===== config.mk =====
export PLATFORM = sky130hd
export DESIGN_NAME = mem_arbiter
export DESIGN_NICKNAME = d
export VERILOG_FILES = /design/src/rtl/mem_pkg.sv /design/src/rtl/wait_timer.sv /design/src/rtl/mem_arbiter.sv
export SDC_FILE = /design/constraint.sdc
export NUM_CORES = 1
export LEC_CHECK = 0
export CAP_MARGIN = 40
export CORE_UTILIZATION = 35
export CTS_CLUSTER_SIZE = 12
export DETAILED_ROUTE_END_ITERATION = 12
export PLACE_DENSITY = 0.81
export SYNTH_ARGS = -nofsm -noshare
export SYNTH_HDL_FRONTEND = slang
export SYNTH_SLANG_ARGS = --single-unit

===== constraint.sdc =====
create_clock -name clk -period 7.1 [get_ports clk]
set_clock_uncertainty 0.15 [all_clocks]
set_input_delay 1.42 -clock clk [delete_from_list [all_inputs] [get_ports clk]]
set_output_delay 1.42 -clock clk [all_outputs]
set_load 0.01 [all_outputs]

===== src/rtl/mem_pkg.sv =====
// rtl/mem_pkg.sv - shared arbiter state encoding and default abort limit
package mem_pkg;

  typedef enum logic [1:0] {
    IDLE = 2'd0,
    IACC = 2'd1,
    DACC = 2'd2,
    RESP = 2'd3
  } state_t;

  localparam int DEFAULT_TIMEOUT = 15;

endpackage


===== src/rtl/wait_timer.sv =====
// rtl/wait_timer.sv - saturating RAM wait counter, flags expiry at LIMIT
module wait_timer #(
  parameter int LIMIT = 15
) (
  input  logic clk,
  input  logic rst,
  input  logic clear,
  input  logic enable,
  output logic expired
);

  localparam int W = $clog2(LIMIT + 2);

  logic [W-1:0] count;

  assign expired = (count == W'(LIMIT));

  always_ff @(posedge clk or posedge rst) begin
    if (rst) begin
      count <= '0;
    end else if (clear) begin
      count <= '0;
    end else if (enable && !expired) begin
      count <= count + 1'b1;
    end
  end

endmodule


===== src/rtl/mem_arbiter.sv =====
// rtl/mem_arbiter.sv - single-port RAM arbiter between instruction fetch and data access
module mem_arbiter
  import mem_pkg::*;
#(
  parameter int ADDR_W  = 9,
  parameter int TIMEOUT = DEFAULT_TIMEOUT
) (
  input  logic              clk,
  input  logic              rst,
  input  logic              i_req,
  input  logic [31:0]       i_addr,
  output logic              i_ready,
  output logic [31:0]       i_data,
  input  logic              d_ren,
  input  logic              d_wen,
  input  logic [31:0]       d_addr,
  input  logic [31:0]       d_wdata,
  output logic              d_ready,
  output logic [31:0]       d_rdata,
  output logic              ram_ren,
  output logic              ram_wen,
  output logic [ADDR_W-1:0] ram_addr,
  output logic [31:0]       ram_wdata,
  input  logic [31:0]       ram_rdata,
  input  logic              ram_ack,
  output logic              err
);

  state_t state, state_nx;
  logic   lock;
  logic   resp_d;
  logic   err_q;
  logic   d_wr;
  logic   expired;
  logic   in_acc;
  logic   acc_done;

  wire unused_addr_bits = ^{i_addr[31:ADDR_W+2], i_addr[1:0],
                            d_addr[31:ADDR_W+2], d_addr[1:0]};

  assign in_acc   = (state == IACC) || (state == DACC);
  assign acc_done = in_acc && (ram_ack || expired);

  wait_timer #(.LIMIT(TIMEOUT)) u_wait_timer (
    .clk     (clk),
    .rst     (rst),
    .clear   (!in_acc),
    .enable  (in_acc && !ram_ack),
    .expired (expired)
  );

  assign i_ready = (state == RESP) && !resp_d;
  assign d_ready = (state == RESP) && resp_d;
  assign err     = (state == RESP) && err_q;

  always_comb begin
    state_nx  = state;
    ram_ren   = 1'b0;
    ram_wen   = 1'b0;
    ram_addr  = '0;
    ram_wdata = '0;
    case (state)
      IDLE: begin
        // lock hands the next grant to the fetch side after any data response
        if ((d_ren || d_wen) && !lock) begin
          state_nx = DACC;
        end else if (i_req) begin
          state_nx = IACC;
        end
      end
      IACC: begin
        ram_ren  = 1'b1;
        ram_addr = i_addr[ADDR_W+1:2];
        if (ram_ack || expired) begin
          state_nx = RESP;
        end
      end
      DACC: begin
        ram_ren   = d_ren && !d_wen;
        ram_wen   = d_wen;
        ram_addr  = d_addr[ADDR_W+1:2];
        ram_wdata = d_wdata;
        if (ram_ack || expired) begin
          state_nx = RESP;
        end
      end
      RESP: begin
        state_nx = IDLE;
      end
      default: begin
        state_nx = IDLE;
      end
    endcase
  end

  always_ff @(posedge clk or posedge rst) begin
    if (rst) begin
      state   <= IDLE;
      lock    <= 1'b0;
      resp_d  <= 1'b0;
      err_q   <= 1'b0;
      d_wr    <= 1'b0;
      i_data  <= '0;
      d_rdata <= '0;
    end else begin
      state <= state_nx;
      if (state == IDLE && state_nx == DACC) begin
        d_wr <= d_wen;
      end
      if (acc_done) begin
        err_q  <= !ram_ack;
        resp_d <= (state == DACC);
        lock   <= (state == DACC);
        if (state == IACC) begin
          i_data <= ram_ack ? ram_rdata : 32'h0;
        end else if (!d_wr || !ram_ack) begin
          // completed stores leave load data alone; an aborted access reads as zero
          d_rdata <= ram_ack ? ram_rdata : 32'h0;
        end
      end
    end
  end

endmodule

==> run_results.csv, run 1 <==
group,metric,value,unit
run_status,status,"completed",
final_layout,nets,651,
floorplanning,die_w,103.8,um
clock_tree,numCtsBuffers,9,
critical_path,cp.required,5530,ps
logic_synthesis,yosysWarnings,0,
critical_path,path_max_fanout,1,
clock_tree,clkTransAtPathRegs,70,ps
logic_synthesis,synth_edf_count,0,
final_layout,design_area,5972,um2
critical_path,worstSetupEndpointType,"primary output",
logic_synthesis,yosysTopAreaCell,"dfrtp_1",
timing,timing.fmax,0.2286,GHz
floorplanning,core_area,9910,um2
routing,vias,3044,
routing,wl_per_cell,15.82,um
routing,vias_per_cell,4.698,
global_route,grt_usage,19.78,%
critical_path,cp_data_arrival_time,2800,ps
critical_path,crit_path_frequent_cell,"clkdlybuf4s50_1",
final_layout,drive_above_1_share,12.62,%
clock_tree,cts_root_buf,"clkbuf_8",
pwr,powerDensity,391.4,nW/um2
floorplanning,ios,244,
critical_path,critical_path_class,"input pin to primary output",
clock_tree,postCtsSetupBuffers,0,
floorplanning,start_util,36.62,%
timing,rsz0062_at_grt,"false",
floorplanning,rows,36,
final_layout,n_antenna_cell,0,
run,maxCapViolations,0,
timing,fin_crit,4374,ps
logic_synthesis,synth_nets,458,
routing,ant_nets,0,
clock_tree,htreeDepth,3,
placement,io_buffers,197,
routing,wl,10250,um
clock_tree,cts_tree,"built",
logic_synthesis,synth_cells,318,
logic_synthesis,synth.avg_cell_area,11.41,um2
timing,hold_violations,0,
logic_synthesis,ys_types,34,
floorplanning,dieArea,10780,um2
global_route,grt_pass1_wl,16840,um
logic_synthesis,postSynth.asyncResetShare,100.0,%
placement,place.gp.congestion,0.8152,
final_layout,utilization,60.27,%
critical_path,critical-path-max-stage-delay,580,ps
logic_synthesis,netlist_top_cells_area,"dfrtp_1 (51%), and2_1 (9.8%), mux2_4 (7.4%)",
final_layout,n_fill_cell,787,
timing,slew_headroom,54.84,%
clock_tree,cts_buffer_depth,2,
critical_path,crit_family,"buffers and inverters",
logic_synthesis,ys_seq_area_share,51.03,%
global_route,antenna_found_initial,0,
clock_tree,numClockSinks,74,
global_route,grt_max_degree,40,
timing,finalCritPeriodShare,61.61,%
placement,dp.final_hpwl,7649,um
floorplanning,die_h,103.8,um
pwr,finalPower,0.002338,W
logic_synthesis,ys_ff_latch,74,
critical_path,cpMaxStageDelayCell,"clkdlybuf4s50_1",
clock_tree,clk_latency,330,ps
global_route,grt.overflow.total,0,
logic_synthesis,ys.flop_type,"dfrtp_1",
timing,hold_ws,331.9,ps
global_route,first_global_vias,3268,
hold_path,holdCritPathClass,"register to register",
global_route,gr-usage-met1,25.87,%
clock_tree,cts.repair.resized,0,
global_route,gr-usage-met3,5.916,%
timing,worstMarginPinSlew,674.2,ps
timing,setup_viol,0,
logic_synthesis,synth.cell_area,3628,um2
routing,dr.pass1.iters,4,
timing,slew_violations,0,
pwr,leakage,2.703,nW
placement,dpl_cell_area,5741,um2
clock_tree,cts_hold_buf,0,
final_layout,synthToLayoutAreaGrowth,64.59,%
timing,fin_tns_setup,0,ps
pwr,ir_drop,0.0002302,V
critical_path,cp_cell_sequence,"clkdlybuf4s50_1 > a22oi_1 > nor2b_1 > clkdlybuf4s50_1",
global_route,grt-busiest-layer,"met2",
routing,drcViolationCount,0,
global_route,grt_util_met2,31.81,%
critical_path,crit_path_start_kind,"input pin",
logic_synthesis,netlist.area_leader.share,51.03,%
routing,drt_iter0_markers,96,
critical_path,cp_num_buf_inv,2,
-- routing by layer --
metal  wire length, um  share of wire [%]
met5                 0                  0
met4               112                1.1
met3               735                7.2
met2              4772                 47
met1              4633                 45
-- final timing paths --
path	slack (ps)	cells after the start	start	end
min in group asynchronous	1330	3	rst	i_data[3]$_DFFE_PP0P_
max in group asynchronous	4900	4	rst	state[0]$_DFF_PP0_
hold reg to reg	330	2	i_data[29]$_DFFE_PP0P_	i_data[29]$_DFFE_PP0P_
hold / removal	330	2	i_data[29]$_DFFE_PP0P_	i_data[29]$_DFFE_PP0P_
setup / recovery	2730	4	d_addr[7]	ram_addr[5]
setup reg to reg	4360	6	u_wait_timer.count[0]$_DFFE_PP0P_	i_data[4]$_DFFE_PP0P_
-- sequential cells by signal (all words and copies together) (netlist names) --
name	flops
d_wr	1
resp_d	1
d_rdata	32
err_q	1
i_data	32
u_wait_timer.count	5
state	2
-- Yosys cell counts, types with 3 or more instances --
library cell,instances
dfrtp_1,74
and2_1,57
nand2_1,28
mux2_2,23
mux2_4,18
inv_1,16
o21ai_0,15
mux2i_1,13
nor2b_1,12
clkbuf_1,11
a22oi_1,10
ha_1,6
buf_2,4
buf_6,3
nand2b_1,3
-- through the flow --
step | cells | setup slack, ps
floorplan | 318 | 3648
global placement | 630 | 2730
detailed placement | 633 | 2746
CTS | 648 | 2736
global route | 648 | 2686
finish | 648 | 2726
-- worst reg2reg max path: stages (launching register included) --
cell and delay [ps]:
dfrtp_1 420, ha_1 220, and3_1 180, ha_1 300, o211ai_4 600, buf_4 410
mux2_2 380
-- placed cells by master (no fill, tap or decap), drive strengths merged --
cell / Yosys / layout
dfrtp: 74 / 74
mux2i: 13 / 13
o21ai: 16 / 16
o22ai: 1 / 1
ha: 6 / 6
nor2: 2 / 2
a21oi: 2 / 2
a22oi: 10 / 10
clkinv: 0 / 2
o31ai: 1 / 1
o211a: 1 / 1
a211o: 1 / 1
nor3: 1 / 1
o2bb2ai: 2 / 2
bufinv: 0 / 3
clkbuf: 11 / 10
and2: 57 / 57
nand4: 1 / 1
nor2b: 12 / 12
nor3b: 2 / 2
mux2: 41 / 41
clkdlybuf4s50: 0 / 197
and3b: 1 / 1
xor2: 2 / 2
inv: 16 / 16
and3: 1 / 1
nand2b: 3 / 3
buf: 10 / 6
a21boi: 1 / 1
nand2: 28 / 28
o211ai: 1 / 1
o21a: 1 / 1
-- cells by family after synthesis --
family	count (synthesis)	share of synthesized area (%)
AOI/OAI and AO/OA	37	6.793
xor gates and xnor gates	2	0.4828
adders and majority gates	6	2.069
buffers and inverters	37	4.793
DFF	74	51.03
muxes	54	18.17
and+or+nand+nor	108	16.66
-- layout make-up --
type                            count  area (um2)  area share, %
Timing Repair Buffer              203        2049          34.32
Sequential cell                    74        1852          31.01
Multi-Input combinational cell    207        1613          27.01
Tap cell                          133       166.4          2.787
Clock buffer                       10       127.6          2.137
Clock inverter                      5       103.9          1.739
Inverter                           16       60.06          1.006
-- power by group --
part / leakage (nW) / switching [W] / internal, W
Sequential: 0.961 / 0.000104 / 0.000606
Combinational: 1.62 / 0.000507 / 0.000741
Clock: 0.116 / 0.000149 / 0.000232
Total: 2.70 / 0.000760 / 0.00158
(Power assumes the default switching activity.)
==> run 2: changes to the inputs <==
--- a/config.mk
+++ b/config.mk
@@ -6,10 +6,10 @@
 export NUM_CORES = 1
 export LEC_CHECK = 0
 export CAP_MARGIN = 40
-export CORE_UTILIZATION = 35
+export CORE_UTILIZATION = 33
 export CTS_CLUSTER_SIZE = 12
 export DETAILED_ROUTE_END_ITERATION = 12
-export PLACE_DENSITY = 0.81
+export PLACE_DENSITY = 0.8
 export SYNTH_ARGS = -nofsm -noshare
 export SYNTH_HDL_FRONTEND = slang
 export SYNTH_SLANG_ARGS = --single-unit
==> constraint.sdc (replaced) <==
create_clock -name clk -period 4 [get_ports clk]
set_clock_uncertainty 0.15 [all_clocks]
set_input_delay 0.8 -clock clk [delete_from_list [all_inputs] [get_ports clk]]
set_output_delay 0.8 -clock clk [all_outputs]
set_load 0.01 [all_outputs]
==> run_results.csv, run 2 (synthesis results as in run 1) <==
group,metric,value,unit
run_status,status,"completed",
clock_tree,numCtsBuffers,9,
global_route,first_global_vias,3193,
floorplanning,die_w,106.9,um
placement,io_buffers,197,
global_route,grt_max_degree,47,
final_layout,drive_above_1_share,13.15,%
routing,vias_per_cell,4.634,
final_layout,n_antenna_cell,0,
timing,finalCritPeriodShare,87.22,%
critical_path,cp_num_buf_inv,3,
clock_tree,clkTransAtPathRegs,80,ps
critical_path,crit_path_start_kind,"register",
critical_path,path_max_fanout,25,
clock_tree,numClockSinks,74,
critical_path,cp.required,3050,ps
critical_path,critical_path_class,"register to primary output",
timing,fin_tns_setup,0,ps
critical_path,cpMaxStageDelayCell,"ha_1",
clock_tree,cts_hold_buf,0,
pwr,leakage,2.694,nW
final_layout,nets,652,
critical_path,worstSetupEndpointType,"primary output",
final_layout,final-instance-count-excl-fill,653,
global_route,antenna_found_initial,0,
floorplanning,core_area,10510,um2
final_layout,multiInputGateArea,1613,um2
floorplanning,dieArea,11420,um2
routing,wl_per_cell,15.85,um
critical_path,cp_data_arrival_time,2540,ps
final_layout,n_fill_cell,912,
pwr,ir_drop,0.0002658,V
timing,fin_crit,3489,ps
pwr,powerDensity,678.3,nW/um2
timing,setup_viol,0,
clock_tree,clk_latency,330,ps
clock_tree,cts_root_buf,"clkbuf_8",
clock_tree,postCtsSetupBuffers,0,
run,maxCapViolations,0,
placement,dp.cells,637,
clock_tree,htreeDepth,3,
placement,dp.final_hpwl,7643,um
critical_path,crit_family,"buffers and inverters",
clock_tree,cts_tree,"built",
final_layout,final_common_cell,"clkdlybuf4s50_1",
clock_tree,cts.repair.resized,0,
timing,rsz0062_at_grt,"false",
floorplanning,start_util,34.53,%
routing,vias,3026,
global_route,grt_pass1_wl,16660,um
routing,ant_nets,0,
final_layout,seq_area,1852,um2
timing,slew_violations,0,
hold_path,holdCritPathClass,"register to register",
critical_path,critical-path-max-stage-delay,650,ps
routing,wl,10350,um
routing,dr.pass1.iters,4,
routing,drt_iter0_markers,109,
timing,hold_ws,333.7,ps
timing,hold_violations,0,
floorplanning,rows,37,
global_route,grt_usage,18.73,%
global_route,grt.overflow.total,0,
final_layout,synthToLayoutAreaGrowth,64.17,%
timing,slew_headroom,50.41,%
final_layout,final_cell_mix,"clkdlybuf4s50_1 (197), dfrtp_1 (74), and2_1 (57)",
routing,drcViolationCount,0,
critical_path,cp_cell_sequence,"inv_1 > ha_1 > buf_4 > and2_1 > clkdlybuf4s50_1",
placement,place.gp.congestion,0.8584,
floorplanning,ios,244,
final_layout,top_regs,"d_rdata x32, i_data x32, u_wait_timer.count x5",
clock_tree,cts_buffer_depth,2,
floorplanning,die_h,106.9,um
timing,worstMarginPinSlew,743.8,ps
timing,timing.fmax,0.2866,GHz
run 2: cell types whose count changed in the layout (fill, tap and decap cells not counted), sizes merged:
| cell | previous run | this run |
|---|---|---|
| bufinv | 3 | 1 |
| clkinvlp | 0 | 2 |
| buf | 6 | 7 |
| clkbuf | 10 | 9 |
| clkinv | 2 | 3 |
| inv | 16 | 17 |
run 2: area by class of cell:
cell class                      count  area share (%)
Clock buffer                        9           2.079
Clock inverter                      7           1.155
Inverter                           16           1.008
Multi-Input combinational cell    207           27.07
Sequential cell                    74           31.09
Tap cell                          136           2.857
Timing Repair Buffer              204           34.74
run 2: stage by stage:
step	util, %	power, W	setup slack [ps]	area [um2]
final	56.69	0.004040	511.2	5957
after CTS	56.69	0.004095	484.0	5957
after floorplan	-	0.002338	1168	3628
after detailed placement	54.85	0.003504	860.3	5764
after global placement	54.59	0.003432	896.2	5737
after global routing	56.69	0.004316	285.1	5957
run 2: worst paths after layout:
path	start	end	slack, ps	cells past startpoint
max	state[0]$_DFF_PP0_	ram_wdata[8]	510	5
min	i_data[27]$_DFFE_PP0P_	i_data[27]$_DFFE_PP0P_	330	2
max reg2reg	state[1]$_DFF_PP0_	d_rdata[10]$_DFFE_PP0P_	1450	6
min reg2reg	i_data[27]$_DFFE_PP0P_	i_data[27]$_DFFE_PP0P_	330	2
max in group asynchronous	rst	i_data[18]$_DFFE_PP0P_	2420	4
min in group asynchronous	rst	d_rdata[25]$_DFFE_PP0P_	710	3
run 2: power by group:
| part | internal [W] | leakage, nW | switching (W) |
|---|---|---|---|
| Clock | 0.000287 | 0.0954 | 0.000283 |
| Sequential | 0.00107 | 0.961 | 0.000190 |
| Combinational | 0.00131 | 1.64 | 0.000892 |
run 2: layer usage:
layer | share of wire, % | GRT usage (%)
met1 | 45 | 24.10
met2 | 48 | 31.57
met3 | 6.1 | 5.228
met4 | 0.39 | 3.523
met5 | 0 | 0
run 2: worst register-to-register path: stages (launching register included):
cell	delay [ps]
dfrtp_1	420
inv_1	110
ha_1	710
o21ai_2	140
a211o_2	360
buf_12	190
mux2_4	360
